<file path="config.mk">
export PLATFORM = sky130hd
export DESIGN_NAME = des_subkey_gen
export DESIGN_NICKNAME = d
export VERILOG_FILES = /design/src/rtl/des_subkey_gen.sv
export SDC_FILE = /design/constraint.sdc
export NUM_CORES = 1
export LEC_CHECK = 0
export ABC_AREA = 0
export ABC_CLOCK_PERIOD_IN_PS = 2550
export CAP_MARGIN = 20
export CORE_MARGIN = 2
export CORE_UTILIZATION = 55
export CTS_BUF_LIST = sky130_fd_sc_hd__clkbuf_4 sky130_fd_sc_hd__clkbuf_8
export DETAILED_ROUTE_END_ITERATION = 10
export PLACE_DENSITY_LB_ADDON = 0.08
export RECOVER_POWER = 50
export SLEW_MARGIN = 20
export SYNTH_ARGS = -nofsm -noshare
export SYNTH_HDL_FRONTEND = slang
export SYNTH_SLANG_ARGS = --single-unit
</file>
<file path="constraint.sdc">
create_clock -name clk -period 2.55 [get_ports clk]
set_input_delay 0.6375 -clock clk [delete_from_list [all_inputs] [get_ports clk]]
set_output_delay 0.6375 -clock clk [all_outputs]
set_load 0.03 [all_outputs]
</file>
<file path="src/rtl/des_subkey_gen.sv">
// DES round-key scheduler: PC-1 on start, per-round C/D rotation, PC-2 output,
// one subkey per cycle with valid/ready handshake in encrypt or decrypt order.
module des_subkey_gen (
    input  logic        clk,
    input  logic        rst_n,
    input  logic        start,
    input  logic        decrypt,
    input  logic [63:0] key_in,
    output logic        busy,
    output logic [47:0] subkey_out,
    output logic        subkey_valid,
    input  logic        subkey_ready,
    output logic [3:0]  round_idx,
    output logic        done
);

    // Tables hold FIPS (1-based) bit numbers; vector index = FIPS bit - 1.
    localparam int PC1_TAB [56] = '{
        57, 49, 41, 33, 25, 17,  9,
         1, 58, 50, 42, 34, 26, 18,
        10,  2, 59, 51, 43, 35, 27,
        19, 11,  3, 60, 52, 44, 36,
        63, 55, 47, 39, 31, 23, 15,
         7, 62, 54, 46, 38, 30, 22,
        14,  6, 61, 53, 45, 37, 29,
        21, 13,  5, 28, 20, 12,  4
    };

    localparam int PC2_TAB [48] = '{
        14, 17, 11, 24,  1,  5,
         3, 28, 15,  6, 21, 10,
        23, 19, 12,  4, 26,  8,
        16,  7, 27, 20, 13,  2,
        41, 52, 31, 37, 47, 55,
        30, 40, 51, 45, 33, 48,
        44, 49, 39, 56, 34, 53,
        46, 42, 50, 36, 29, 32
    };

    typedef enum logic [1:0] {
        IDLE,
        EMIT,
        FIN
    } state_t;

    state_t      state_reg;
    logic [27:0] c_reg, d_reg;
    logic [27:0] c_next, d_next;
    logic [3:0]  round_reg, round_next;
    logic        dec_reg;
    logic        busy_reg, valid_reg, done_reg;
    logic [47:0] subkey_reg;

    logic [55:0] pc1_out;
    logic [55:0] cd_next;
    logic [47:0] pc2_next;
    logic        last_round;

    // Parity bits of the key and the eight C/D bits PC-2 drops carry no information.
    logic [7:0]  unused_parity;
    logic [7:0]  unused_cd;

    genvar gi;

    generate
        for (gi = 0; gi < 56; gi++) begin : g_pc1
            localparam int SRC = PC1_TAB[gi] - 1;
            assign pc1_out[gi] = key_in[SRC];
        end
        for (gi = 0; gi < 48; gi++) begin : g_pc2
            localparam int SRC = PC2_TAB[gi] - 1;
            assign pc2_next[gi] = cd_next[SRC];
        end
        for (gi = 0; gi < 8; gi++) begin : g_parity
            assign unused_parity[gi] = key_in[8*gi+7];
        end
    endgenerate

    assign unused_cd = {cd_next[53], cd_next[42], cd_next[37], cd_next[34],
                        cd_next[24], cd_next[21], cd_next[17], cd_next[8]};

    // C occupies FIPS bits 1..28 of the concatenation, D bits 29..56.
    assign cd_next = {d_next, c_next};

    // Rounds 1, 2, 9 and 16 (0-based 0, 1, 8, 15) shift by one, others by two.
    function automatic logic single_shift(input logic [3:0] idx);
        return (idx == 4'd0) || (idx == 4'd1) || (idx == 4'd8) || (idx == 4'd15);
    endfunction

    // FIPS-left: new bit k = old bit k+1, i.e. a vector shift toward index 0.
    function automatic logic [27:0] rot_left(input logic [27:0] x, input logic one);
        return one ? {x[0], x[27:1]} : {x[1:0], x[27:2]};
    endfunction

    // FIPS-right: new bit k = old bit k-1.
    function automatic logic [27:0] rot_right(input logic [27:0] x, input logic one);
        return one ? {x[26:0], x[27]} : {x[25:0], x[27:26]};
    endfunction

    assign last_round = dec_reg ? (round_reg == 4'd0) : (round_reg == 4'd15);

    // Next C/D/round: in IDLE this forms the first presented round, in EMIT the following one.
    always_comb begin
        c_next     = c_reg;
        d_next     = d_reg;
        round_next = round_reg;
        if (state_reg == IDLE) begin
            if (dec_reg) begin
                round_next = 4'd15;
            end else begin
                round_next = 4'd0;
                c_next     = rot_left(c_reg, 1'b1);
                d_next     = rot_left(d_reg, 1'b1);
            end
        end else if (dec_reg) begin
            round_next = round_reg - 4'd1;
            c_next     = rot_right(c_reg, single_shift(round_reg));
            d_next     = rot_right(d_reg, single_shift(round_reg));
        end else begin
            round_next = round_reg + 4'd1;
            c_next     = rot_left(c_reg, single_shift(round_reg + 4'd1));
            d_next     = rot_left(d_reg, single_shift(round_reg + 4'd1));
        end
    end

    // Control FSM with registered outputs; IDLE with busy set is the load-to-first-round cycle.
    always_ff @(posedge clk or negedge rst_n) begin
        if (!rst_n) begin
            state_reg  <= IDLE;
            c_reg      <= '0;
            d_reg      <= '0;
            round_reg  <= '0;
            dec_reg    <= 1'b0;
            busy_reg   <= 1'b0;
            valid_reg  <= 1'b0;
            done_reg   <= 1'b0;
            subkey_reg <= '0;
        end else begin
            case (state_reg)
                IDLE: begin
                    if (busy_reg) begin
                        state_reg  <= EMIT;
                        c_reg      <= c_next;
                        d_reg      <= d_next;
                        round_reg  <= round_next;
                        subkey_reg <= pc2_next;
                        valid_reg  <= 1'b1;
                    end else if (start) begin
                        c_reg    <= pc1_out[27:0];
                        d_reg    <= pc1_out[55:28];
                        dec_reg  <= decrypt;
                        busy_reg <= 1'b1;
                    end
                end
                EMIT: begin
                    if (subkey_ready) begin
                        if (last_round) begin
                            state_reg  <= FIN;
                            valid_reg  <= 1'b0;
                            subkey_reg <= '0;
                            round_reg  <= '0;
                            done_reg   <= 1'b1;
                        end else begin
                            c_reg      <= c_next;
                            d_reg      <= d_next;
                            round_reg  <= round_next;
                            subkey_reg <= pc2_next;
                        end
                    end
                end
                FIN: begin
                    done_reg  <= 1'b0;
                    busy_reg  <= 1'b0;
                    state_reg <= IDLE;
                end
                default: begin
                    state_reg <= IDLE;
                end
            endcase
        end
    end

    assign busy         = busy_reg;
    assign subkey_out   = subkey_reg;
    assign subkey_valid = valid_reg;
    assign round_idx    = round_reg;
    assign done         = done_reg;

endmodule

</file>
==> flow_summary_export.csv, run 1 <==
group,metric,value,unit
floorplanning,rows,46,
timing,max-slew-margin-rel,-0.137,
finish,nFillCells,1381,
timing,finalCritPeriodShare,0.948,
logic_synthesis,synth.net_count,1188,
finish,multi_input_area,0.00536,mm^2
finish,area_growth,20.2,%
place,io_buffers,115,
timing,slew_violations,115,
power,peakVddDrop,0.995,mV
floorplanning,ioPinCount,124,
clocking,cts_tree,"yes",
logic_synthesis,ys_seq_elements,114,
power,p_per_area,1480,mW/mm^2
floorplanning,core_area,0.0157,mm^2
critical_path,cp-end-kind,"flop",
critical_path,worstPathRequired,2870,ps
logic_synthesis,synth_area,0.00875,mm^2
clocking,clk_latency,450,ps
logic_synthesis,synthCells,1114,
timing,final_hold_viol_count,0,
power,clockPowerShare,0.108,
finish,design_area,0.0105,mm^2
power,sw_frac_of_total,0.506,
worst_hold_path,holdCritPathClass,"reg2reg",
clocking,numClockSinks,114,
finish,stdcell_count,1403,
place,hpwl,17.7,mm
logic_synthesis,synth.area.top_cells,"dfrtp_1, mux2i_1, o21ai_0",
logic_synthesis,synth_commonest_cells,"o21ai_0, nand2_1, dfrtp_1, a21oi_1, mux2i_1",
power,internal_power,7.70,mW
route,dr_total_vias,9503,
critical_path,arrival,2740,ps
power,p_leak,4.13,nW
logic_synthesis,seq_area_frac_synth,0.326,
critical_path,crit_path_start_kind,"flop",
logic_synthesis,synth_top_area_cell,"dfrtp_1",
critical_path,worstSetupPathType,"reg2reg",
power,p_sw,7.88,mW
finish,fin_nets,1248,
place,routabilityCongestion,0.889,
run,drv_cap,1,
power,p_comb_frac,0.671,
finish,regArea,0.00286,mm^2
grt,antenna_found_initial,0,
grt,grt_use_met2,0.506,
logic_synthesis,ys_warn_count,0,
route,final_antenna_net_count,0,
timing,min_period,2420,ps
timing,worstMarginPinSlew,1700,ps
status,violations,"max-capacitance violations, max-slew violations",
place,dp.cells,1371,
timing,max_freq,414,MHz
clocking,clock_path_buffers,2,
grt,grt_util_all_layers,0.351,
finish,antenna_cells,0,
logic_synthesis,synth.most_common_cell,"o21ai_0",
logic_synthesis,synth_cell_type_count,61,
clocking,cts-buffers-inserted,17,
logic_synthesis,synth_flop_cell,"dfrtp_1",
clocking,root_buffer,"clkbuf_8",
critical_path,crit_fanout,20,
timing,rsz0062_at_grt,"false",
route,viasPerCell,6.77,
route,dr.first_iter.drc_count,1321,
grt,gr-max-usage-layer,"met1",
timing,hold-worst-slack,496,ps
grt,grt_first_pass_wirelength,46.9,mm
status,outcome,"complete, but fails checks",
finish,layout-drive-gt1-share,0.0969,
floorplanning,die_y,130,um
finish,largest_register_ff_count,48,
route,wl_per_cell,21.0,um
logic_synthesis,yosysTopAreaCellShare,0.326,
power,sequentialPowerShare,0.220,
grt,overflow,0,
logic_synthesis,synth_enable_flop_cells,0,
route,drcViolationCount,0,
timing,clock_skew,10.9,ps
clocking,clkTransAtPathRegs,70,ps
route,wirelength,29.5,mm
grt,first_global_vias,8792,
grt,grt_max_degree,115,
grt,grtUsageMet1,0.509,
place,post_dp_cell_area,0.0102,mm^2
grt,use_met3,0.0914,
floorplanning,design.die.area,0.0169,mm^2
clocking,ctsHtreeMaxLevel,4,
timing,setup_violations,0,
logic_synthesis,async_reset_ff_frac,1.00,
floorplanning,die_w,130,um
route,drt-pass1-iter-count,6,
floorplanning,initial_core_util,0.557,
logic_synthesis,avgSynthCellArea,7.86,um^2
==> metrics by stage <==
step,TNS (ps),util,total power [mW],setup WS (ps)
6_report,0,0.670,15.6,132
5_1_grt,0,0.670,16.6,15.7
4_1_cts,0,0.671,15.4,106
3_5_place_dp,-15.4,0.647,13.7,-15.2
3_3_place_gp,0,0.647,13.6,8.61
2_1_floorplan,0,-,10.6,342
==> cell families after synthesis <==
group | share of synthesized area
AND/OR/NAND/NOR | 0.160
AO/OA/AOI/OAI | 0.338
flip-flops | 0.326
buffers and inverters | 0.0666
adder cells (fa/ha/maj) | 0.00715
multiplexers | 0.101
XOR/XNOR | 0.00100
==> what timing repair did <==
action	CTS	global route
endpoints found under the hold margin	0	0
setup endpoints to repair	1	1
gates resized for setup	1	1
pin swaps	0	0
hold buffers	0	0
setup buffers	0	0
==> cells in the final DEF, fill, tap and decap left out, types with 8 or more instances in the layout <==
cell type	count
mux2i_1	86
o211ai_1	8
dfrtp_1	111
a31o_2	17
a311o_1	14
o21ai_1	58
or3_1	32
buf_12	14
a31o_1	34
nand2_1	126
clkbuf_4	11
nor2_1	68
o22ai_1	56
nand3_1	46
clkdlybuf4s50_1	95
clkbuf_8	19
dlygate4sd3_1	19
a21oi_1	107
o32ai_1	13
buf_4	26
o21ai_0	127
==> cell type report <==
class | count | area share
clock buffer | 27 | 0.0306
clock inverter | 5 | 0.00499
inverter | 5 | 0.00178
multi-input combinational | 879 | 0.509
sequential | 114 | 0.272
tap | 216 | 0.0257
timing repair buffer | 157 | 0.156
==> critical path: stages (launching register included) <==
cell and delay (ps):
dfrtp_1 460, ha_1 410, nand4b_1 200, and4_2 290
buf_12 170, buf_12 160, or3_1 360, o21ai_0 110
o22ai_1 130
==> worst paths after layout <==
path,cells after the start,end,startpoint,slack (ps)
setup / recovery,8,d_reg[27],round_idx[1],130
hold / removal,2,subkey_valid,subkey_valid,500
setup reg to reg,8,d_reg[27],round_idx[1],130
hold reg to reg,2,subkey_valid,subkey_valid,500
max in group asynchronous,2,dec_reg,rst_n,670
min in group asynchronous,2,dec_reg,rst_n,710
==> power groups by stage <==
stage               sequential, mW  clock (mW)  combinational, mW
floorplan                     3.97           0               6.62
global placement              3.43           0               10.2
detailed placement            3.43           0               10.3
CTS                           3.41        1.68               10.3
global route                  3.53        1.78               11.3
finish                        3.43        1.69               10.5
==> metal layers <==
layer / up-vias / wire length (um)
li1: 4288 / -
met1: 4505 / 12600
met2: 622 / 12800
met3: 88 / 3380
met4: 0 / 743
met5: - / 0
(Power assumes the default switching activity.)
==> run 2, diff against run 1 <==
--- a/config.mk
+++ b/config.mk
@@ -12,6 +12,7 @@
 export CORE_UTILIZATION = 55
 export CTS_BUF_LIST = sky130_fd_sc_hd__clkbuf_4 sky130_fd_sc_hd__clkbuf_8
 export DETAILED_ROUTE_END_ITERATION = 10
+export HOLD_SLACK_MARGIN = 0.06
 export PLACE_DENSITY_LB_ADDON = 0.08
 export RECOVER_POWER = 50
 export SLEW_MARGIN = 20
==> results of run 2 <==
The final DEF is identical to that of run 1; final timing and power are the same.
==> variant (settings of run 2) <==
Make the reset (`rst_n`) synchronous in one clocked block.
--- a/src/rtl/des_subkey_gen.sv
+++ b/src/rtl/des_subkey_gen.sv
@@ -124,7 +124,7 @@
     end
 
     // Control FSM with registered outputs; IDLE with busy set is the load-to-first-round cycle.
-    always_ff @(posedge clk or negedge rst_n) begin
+    always_ff @(posedge clk) begin
         if (!rst_n) begin
             state_reg  <= IDLE;
             c_reg      <= '0;
Behaviour: differs if rst_n is asserted again (counterexample within 4 cycles, from zero or initial values and one cycle with rst_n low); with rst_n held inactive, the same outputs for 4 cycles.
==> variant against run 2 <==
Critical path depth is 7 lower; cell count is 3.4% lower; critical endpoint is now round_idx[3]; area after synthesis is 1.3% higher; final area is 1.5% higher; sequential cell count stayed put; clock skew hardly changed; wire length is 4.9% lower; die area is 1.2% higher; worst setup slack worse by 0.045 ns; fmax is 1.8% lower; core utilization is 0.51 points higher.
Power is not compared: it rests on default switching activity, and its combinational part moved more than twofold at a synthesized area within 25%.
==> variant: results (changes against run 2) <==
- Status: finished clean (was complete, but fails checks)
- Initial DRC Count: 1157 (was 1321)
- WL/cell: 20.71 µm (was 21.04 µm)
- Setup Skew: 0.01088 ns (was 0.01092 ns)
- Seq power: 2300 µW
- Clk buf depth: 2 (unchanged)
- Cts repair resizes: 0 (was 1)
- Htree depth: 4 (unchanged)
- Worst EP arrival: 1.82 ns (was 2.74 ns)
- Maximum VDD drop: between 0.0003 and 0.0004 V
- GRT Util Overall: 32.58% (was 35.10%)
- Vias/cell: 6.903 (was 6.773)
- Synth Net Count: 1153 (was 1188)
- Fillers: 1332 (was 1381)
- Final ANT Viol Nets: 0 (unchanged)
- FF-to-FF Start: round_idx[0] (was round_idx[1])
- Dpl cell area: 10280 µm² (was 10170 µm²)
- Total Wirelength: 28.07 mm (was 29.52 mm)
- Max FFs per register: 48 (unchanged)
- Leakage: 0.003770 µW
- CTS clock-pin slew for the worst setup and hold paths: 0.07 ns (about the same)
- Final Hold Fails: 0 (unchanged)
- Global-route wire length before repair: 44.30 mm (was 46.89 mm)
- Clk network pwr share: roughly 28%
- Port Buffers: 115 (unchanged)
- 1st-pass router iterations: 6 (unchanged)
- Critical path's top delay family: buffers and inverters (was simple AND/OR/NAND/NOR gates)
- Vias in the first global route: 8187 (was 8792)
- Ys async rst share: 0% (was 100.0%)
- Top cells by area, synth: dfxtp_1 (26%), o211ai_1 (12%), mux2_2 (6.1%), a31o_2 (4.7%), nand4b_1 (4.7%) (was dfrtp_1 (33%), mux2i_1 (9.8%), o21ai_0 (7.3%), a21oi_1 (6.2%), nand2_1 (5.4%))
- Sequential area share after synthesis: 25.75% (was 32.59%)
- Post-CTS Setup Bufs: 0 (unchanged)
- NetSw: 2395 µW
- Share of cells above drive strength 1: 17.82% (was 9.688%)
- Largest net degree at the start of global routing: 106 (was 115)
- Synth unique cells: 61 (unchanged)
- Post-DP HPWL: 17.06 mm (was 17.68 mm)
- CP max-delay cell: clkdlybuf4s50_1 (was dfrtp_1)
- Final GP Congestion: 0.8245 (was 0.8889)
- Post-Syn Instances: 1079 (was 1114)
- Crit Path Max Fanout: 11 (was 20)
- Root Buffer: clkbuf_8 (unchanged)
- Diode count: 0 (unchanged)
- Placed Cells: 1325 (was 1371)
- Num CTS Buffers: 17 (unchanged)
- HP Start: subkey_out[23] (was subkey_valid)
- Slew headroom: 53.11% (was -13.66%)
- CP max stage delay: 0.76 ns (was 0.46 ns)
- Synth Flop Type: dfxtp_1 (was dfrtp_1)
- Worst Hold Class: reg -> reg (unchanged)
- Synth top cells by count: o211ai_1 (136), dfxtp_1 (114), nand2_1 (107), clkbuf_1 (64), nor2_1 (55) (was o21ai_0 (127), nand2_1 (126), dfrtp_1 (114), a21oi_1 (109), mux2i_1 (86))
- CP startpoint: round_idx[3] (was round_idx[1])
==> variant: cell types whose count changed after synthesis, moves of 33 or more <==
cell      before  now
a21boi_0       2   43
a21oi_1      109   24
a31o_1        34    0
a31oi_1        3   49
dfrtp_1      114    0
dfxtp_1        0  114
mux2_2         2   48
mux2i_1       86   17
nand3_1       46    8
nand4b_1       1   48
o211ai_1       8  136
o21ai_0      127   18
o22ai_1       56    0
or3_1         33    0
==> variant: final timing paths <==
kind	cells past startpoint	slack, ns	to
setup / recovery	1	0.09	round_idx[3]
setup reg to reg	8	0.12	d_reg[16]
hold / removal	2	0.47	subkey_out[23]
hold reg to reg	2	0.47	subkey_out[23]
==> variant: routing by layer <==
metal  GRT usage (%)  share of wire [%]
met1           48.14                 46
met2           48.41                 45
met3           4.927                7.7
met4           10.89                1.8
met5               0                  0
==> variant: kinds of logic (layout without fill, tap and decap cells) <==
logic type                 Yosys count  count (layout)  share of synthesized area (%)
muxes                               65              65                          8.019
DFF                                114             114                          25.75
AOI/OAI and AO/OA                  491             491                          42.30
adders and majority gates            5               5                         0.7059
buffers and inverters              139             199                          7.398
and+or+nand+nor                    265             265                          15.83
==> variant: through the flow <==
stage / total power, µW / worst slack [ns] / hold WS, ns
6_report: 6432 / 0.08760 / 0.4674
5_1_grt: 6737 / 0.02076 / 0.4981
4_1_cts: 6421 / 0.06711 / 0.4790
3_5_place_dp: 4661 / 0.1082 / 0.4617
3_3_place_gp: 4619 / 0.1352 / 0.4579
2_1_floorplan: 3890 / 0.2644 / 0.5380
==> variant: cell type report <==
class	count	area (µm²)	area share [%]
clock buffer	24	324.1	3.035
clock inverter	5	75.07	0.7030
inverter	6	22.52	0.2109
multi-input combinational	826	5977	55.97
sequential	114	2287	21.42
tap	216	270.3	2.531
timing repair buffer	164	1723	16.13
